===== config.mk =====
export PLATFORM = sky130hd
export DESIGN_NAME = instr_encoder
export DESIGN_NICKNAME = d
export VERILOG_FILES = /design/src/rtl/instr_encoder.sv
export SDC_FILE = /design/constraint.sdc
export NUM_CORES = 1
export LEC_CHECK = 0
export BUFFER_PORTS_ARGS = -buffer_cell sky130_fd_sc_hd__buf_2
export CORE_UTILIZATION = 52
export DETAILED_ROUTE_END_ITERATION = 12
export GPL_TIMING_DRIVEN = 1
export PLACE_DENSITY = 0.79
export SLEW_MARGIN = 20
export SYNTH_ARGS = -nofsm -noshare
export SYNTH_HDL_FRONTEND = slang
export SYNTH_SLANG_ARGS = --single-unit
export TNS_END_PERCENT = 1

===== constraint.sdc =====
create_clock -name clk -period 2.55 [get_ports clk]
set_input_delay 0.255 -clock clk [delete_from_list [all_inputs] [get_ports clk]]
set_output_delay 0.255 -clock clk [all_outputs]
set_load 0.02 [all_outputs]

===== src/rtl/instr_encoder.sv =====
// Instruction encoder: packs register/funct/immediate fields into a 32-bit word.
// Out-of-range I-type immediates can be split into a LUI plus I-type pair.
module instr_encoder (
    input  logic        clk,
    input  logic        rst,
    input  logic        in_valid,
    output logic        in_ready,
    input  logic [2:0]  imm_src,
    input  logic [6:0]  opcode,
    input  logic [2:0]  funct3,
    input  logic [6:0]  funct7,
    input  logic [4:0]  rd,
    input  logic [4:0]  rs1,
    input  logic [4:0]  rs2,
    input  logic [31:0] imm,
    input  logic        expand,
    output logic        out_valid,
    input  logic        out_ready,
    output logic [31:0] instr,
    output logic        err,
    output logic        last
);

    // state     | meaning
    // EMPTY     | no word held
    // FULL      | one word presented on instr
    // FULL_PEND | first word presented, second word held in pend_q
    typedef enum logic [1:0] {EMPTY, FULL, FULL_PEND} state_t;

    localparam logic [2:0] FMT_I = 3'd0;
    localparam logic [2:0] FMT_S = 3'd1;
    localparam logic [2:0] FMT_B = 3'd2;
    localparam logic [2:0] FMT_R = 3'd3;
    localparam logic [2:0] FMT_U = 3'd4;
    localparam logic [2:0] FMT_J = 3'd5;

    state_t      state_q, state_d;
    logic [31:0] instr_q, instr_d;
    logic [31:0] pend_q, pend_d;
    logic        err_q, err_d;
    logic        last_q, last_d;
    logic        out_valid_q, out_valid_d;

    logic [2:0]         fmt;
    logic signed [31:0] simm;
    logic               legal;
    logic               split;
    logic [19:0]        hi20;
    logic [31:0]        enc_word;
    logic [31:0] lui_word;
    logic [31:0] second_word;
    logic               load;

    always_comb begin
        fmt  = (imm_src > FMT_J) ? FMT_I : imm_src;
        simm = imm;
        legal = 1'b1;
        enc_word = 32'd0;
        case (fmt)
            FMT_S: begin
                legal    = (simm >= -32'sd2048) && (simm <= 32'sd2047);
                enc_word = {imm[11:5], rs2, rs1, funct3, imm[4:0], opcode};
            end
            FMT_B: begin
                legal    = (simm >= -32'sd4096) && (simm <= 32'sd4094) && !imm[0];
                enc_word = {imm[12], imm[10:5], rs2, rs1, funct3, imm[4:1], imm[11], opcode};
            end
            FMT_R: begin
                legal    = 1'b1;
                enc_word = {funct7, rs2, rs1, funct3, rd, opcode};
            end
            FMT_U: begin
                legal    = (simm >= -32'sd524288) && (simm <= 32'sd524287);
                enc_word = {imm[19:0], rd, opcode};
            end
            FMT_J: begin
                legal    = (simm >= -32'sd1048576) && (simm <= 32'sd1048574) && !imm[0];
                enc_word = {imm[20], imm[10:1], imm[11], imm[19:12], rd, opcode};
            end
            default: begin
                legal    = (simm >= -32'sd2048) && (simm <= 32'sd2047);
                enc_word = {imm[11:0], rs1, funct3, rd, opcode};
            end
        endcase

        // (imm + 0x800) >> 12, truncated to 20 bits: upper bits plus rounding carry from bit 11
        hi20        = imm[31:12] + {19'd0, imm[11]};
        split       = (fmt == FMT_I) && expand && !legal;
        lui_word    = {hi20, rd, 7'b0110111};
        second_word = {imm[11:0], rd, funct3, rd, opcode};
    end

    always_comb begin
        state_d     = state_q;
        instr_d     = instr_q;
        pend_d      = pend_q;
        err_d       = err_q;
        last_d      = last_q;
        out_valid_d = out_valid_q;
        in_ready    = 1'b0;
        load        = 1'b0;

        case (state_q)
            EMPTY: begin
                in_ready = 1'b1;
                load     = in_valid;
            end
            FULL: begin
                in_ready = out_ready;
                if (out_ready) begin
                    if (in_valid) begin
                        load = 1'b1;
                    end else begin
                        state_d     = EMPTY;
                        out_valid_d = 1'b0;
                    end
                end
            end
            FULL_PEND: begin
                if (out_ready) begin
                    state_d = FULL;
                    instr_d = pend_q;
                    err_d   = 1'b0;
                    last_d  = 1'b1;
                end
            end
            default: begin
                state_d     = EMPTY;
                out_valid_d = 1'b0;
            end
        endcase

        if (load) begin
            out_valid_d = 1'b1;
            if (split) begin
                state_d = FULL_PEND;
                instr_d = lui_word;
                pend_d  = second_word;
                err_d   = 1'b0;
                last_d  = 1'b0;
            end else begin
                state_d = FULL;
                instr_d = enc_word;
                err_d   = !legal;
                last_d  = 1'b1;
            end
        end
    end

    always_ff @(posedge clk) begin
        if (rst) begin
            state_q     <= EMPTY;
            instr_q     <= 32'd0;
            pend_q      <= 32'd0;
            err_q       <= 1'b0;
            last_q      <= 1'b0;
            out_valid_q <= 1'b0;
        end else begin
            state_q     <= state_d;
            instr_q     <= instr_d;
            pend_q      <= pend_d;
            err_q       <= err_d;
            last_q      <= last_d;
            out_valid_q <= out_valid_d;
        end
    end

    assign out_valid = out_valid_q;
    assign instr     = instr_q;
    assign err       = err_q;
    assign last      = last_q;

endmodule


==> out/summary.md <==
• **routed vias/inst** 6.15
• **max frequency** 452 MHz
• **CTS Sinks** 64
• **slew at the pin closest to its max-slew limit** 0.705 ns
• **library cell with the highest instance count after synthesis** nand2_1
• **maximum number of pins on one net before global-route repair** 41
• **fraction of post-synthesis cell area in the top cell type by area** 0.309
• **number of port buffers** 107
• **placeable core region** 0.00773 sq mm
• **cell family with most CP delay** compound AO/OA/AOI/OAI gates
• **iteration-0 DRC count of the detailed router** 474
• **count of buffers added by post-CTS timing repair for setup** 0
• **crit end category** flop
• **area of placed instances** 0.00499 sq mm
• **synthesized flop and latch total** 64
• **synthesized area per cell** 7.09 sq um
• **final period demand of the worst path** 2.21 ns
• **end point of the critical path** instr[11]
• **crit-path cells** buf_2, ha_1, nor2b_1, nand2b_1, a211oi_1, o21ai_0, nand2_1, a31oi_1
• **final critical-path share of the clock period** 0.868
• **Synth area leaders** dfxtp_1, a21oi_1, nand2_1, nor2_1, nand3_1
• **CTS buffer count** 9
• **Global Route Usage Sum** 0.364
• **Hold-fix buffers, CTS** 0
• **FF-to-FF setup slack** 0.50 ns
• **Worst slew margin** 0.530
• **required time of the worst setup path** 2.78 ns
• **source-to-sink clock delay at the later pin of the worst-skew pair** 0.35 ns
• **Post-Layout Inst Area** 0.00518 sq mm
• **area growth from synthesis to final layout** 24.9%
• **path category of the worst min-delay check** in -> reg
• **r2r endpoint** err
• **max_cap viols** 0
• **cell depth of the worst setup path** 8
• **combined area of all synthesized cells** 0.00415 sq mm
• **final design utilization** 0.671
• **arrival time of data at the critical path endpoint** 2.44 ns
• **die height** 91.3 um
• **die area** 0.00834 sq mm
• **share of layout cells above drive strength 1** 0.261
• **number of antenna violations at the first check in global routing** 0
• **width of the die** 91.3 um
• **first-pass GRT wire length** 23400 um
• **antenna diode count** 0
• **vias in the first global route** 4712
• **WS Path Type** in -> reg
• **Routed Wire Length** 14600 um
• **largest area contributor in the netlist** dfxtp_1
• **Hold Vio Cnt, Final** 0
• **launch instance of the worst register-to-register path** state_q[1]
• **Startpoint Class** primary input
• **max-slew violations** 0
• **clock edge transition at the registers on the reported setup and hold paths** 0.07 ns
• **drc violations** 0
• **Critical Path Fanout Max** 8
• **number of cell instances on the worst register-to-register path** 6
• **setup total negative slack** 0 ns
• **setup violators final** 0
• **final weighted congestion in routability-driven placement** 0.964
• **Wirelength per Cell** 18.1 um
• **TritonCTS clock tree** done
• **detailed-placement wirelength estimate** 11100 um
• **power per standard cell area** 535 mW/mm^2
• **status** finished clean
• **most instantiated flip-flop cell in the synthesis netlist** dfxtp_1
• **post_cts resized** 0
• **number of core rows** 32
• **count of antenna-violating nets left after detailed routing** 0
• **htree depth** 3
• **unrepaired setup endpoints after global routing** no
• **number of enable flip-flop cells after synthesis** 0
• **Max Buffers Root-to-Sink** 2
• **Netlist cell types** 57
• **Leakage Power** 2.11 nW
• **Post-Synthesis Cells** 585
• **CP Buf/Inv Count** 1
• **io pins** 108
• **clk root buf** clkbuf_8
• **DR pass1 iterations** 5
• **critical path launch point** imm_src[1]
• **library cell contributing the largest single delay on the critical path** a211oi_1
• **detailed-route via count** 4966
• **starting utilization of the core area** 0.537
• **portion of the post-synthesis area used by sequential elements** 0.309
• **count of warnings emitted by yosys** 0
• **power consumption** 0.00277 W
• **Commonest cells post-synth** nand2_1, a21oi_1, dfxtp_1
• **Nets** 778
• **peak supply drop** 0.000379 V
• **GRT overflow** 0
• **Setup Skew** 0.00629 ns
• **delay of the slowest cell on the worst path** 0.62 ns
• **FFs w/ async S/R, synth** 0
• **synthesized net count** 663
[how the worst min path moves through the flow]
stage	from	endpoint	slack (ns)	cells after the start
floorplan	opcode[0]	pend_q[0]	0.39	2
global placement	pend_q[0]	pend_q[0]	0.44	2
detailed placement	pend_q[0]	pend_q[0]	0.45	2
CTS	opcode[1]	pend_q[1]	0.14	3
finish	rd[3]	pend_q[18]	0.15	3
global route	opcode[1]	pend_q[1]	0.14	3
[sequential cells by signal, indices dropped and copies added, names as in the netlist]
register	cells
out_valid	1
instr	32
state_q	2
pend_q	27
err	1
last	1
[worst min-delay path, stage by stage]
cell	delay [ns]
buf_2	0.10
nand2_1	0.05
a21oi_1	0.05
[stage by stage]
stage,hold WS [ns],worst slack (ns),instances
3_5_place_dp,0.447,0.0673,791
3_3_place_gp,0.443,0.0748,791
6_report,0.146,0.336,807
5_1_grt,0.137,0.259,807
4_1_cts,0.142,0.417,807
2_1_floorplan,0.391,0.299,585
[metal layers]
| layer | vias up | global-route usage | share of wire |
|---|---|---|---|
| li1 | 2357 | - | - |
| met1 | 2269 | 0.478 | 0.43 |
| met2 | 285 | 0.572 | 0.45 |
| met3 | 55 | 0.0628 | 0.082 |
| met4 | 0 | 0.188 | 0.043 |
| met5 | - | 0 | 0 |
[cell families (layout without fill, tap and decap cells)]
| logic type | count (synthesis) | count (layout) | share of synthesized area |
|---|---|---|---|
| buffers and inverters | 64 | 184 | 0.0612 |
| and+or+nand+nor | 272 | 272 | 0.312 |
| AOI/OAI and AO/OA | 159 | 159 | 0.256 |
| muxes | 3 | 3 | 0.00814 |
| xor gates and xnor gates | 17 | 17 | 0.0359 |
| DFF | 64 | 64 | 0.309 |
| adders and majority gates | 6 | 6 | 0.0181 |
[layout by cell type (no fill, tap or decap), types with 3 or more instances in the layout]
cell	n
a211oi_1	8
nand4_1	9
buf_2	107
nand3_1	36
inv_1	14
nor2_1	58
a21oi_1	72
nor3_1	23
xor2_1	7
nand2_1	88
o21ai_0	11
xnor2_1	10
a41oi_1	3
a32oi_1	10
and3_1	6
o211ai_1	6
mux2_2	3
nor2b_1	5
nand2b_1	9
clkbuf_8	9
o22ai_1	8
a32o_1	3
a311oi_1	8
a221o_1	4
buf_4	46
dfxtp_1	64
ha_1	6
o21bai_1	4
or3_1	10
o32ai_1	3
clkinv_4	4
nor4_1	14
[area by class of cell]
type,instances,area [sq um]
Timing Repair Buffer,154,901
Multi-Input combinational cell,457,2620
Clock buffer,10,128
Sequential cell,64,1280
Tap cell,102,128
Clock inverter,6,70.1
Inverter,14,52.6
Fill cell,698,2540
[power breakdown]
group          internal (W)  total (W)  switching (W)  leakage, nW
Sequential          0.00107    0.00111      0.0000387        0.524
Combinational      0.000299   0.000790       0.000491         1.48
Clock              0.000456   0.000877       0.000421        0.100
Total               0.00182    0.00277       0.000951         2.11
No activity file was read; power rests on OpenSTA's default activity.
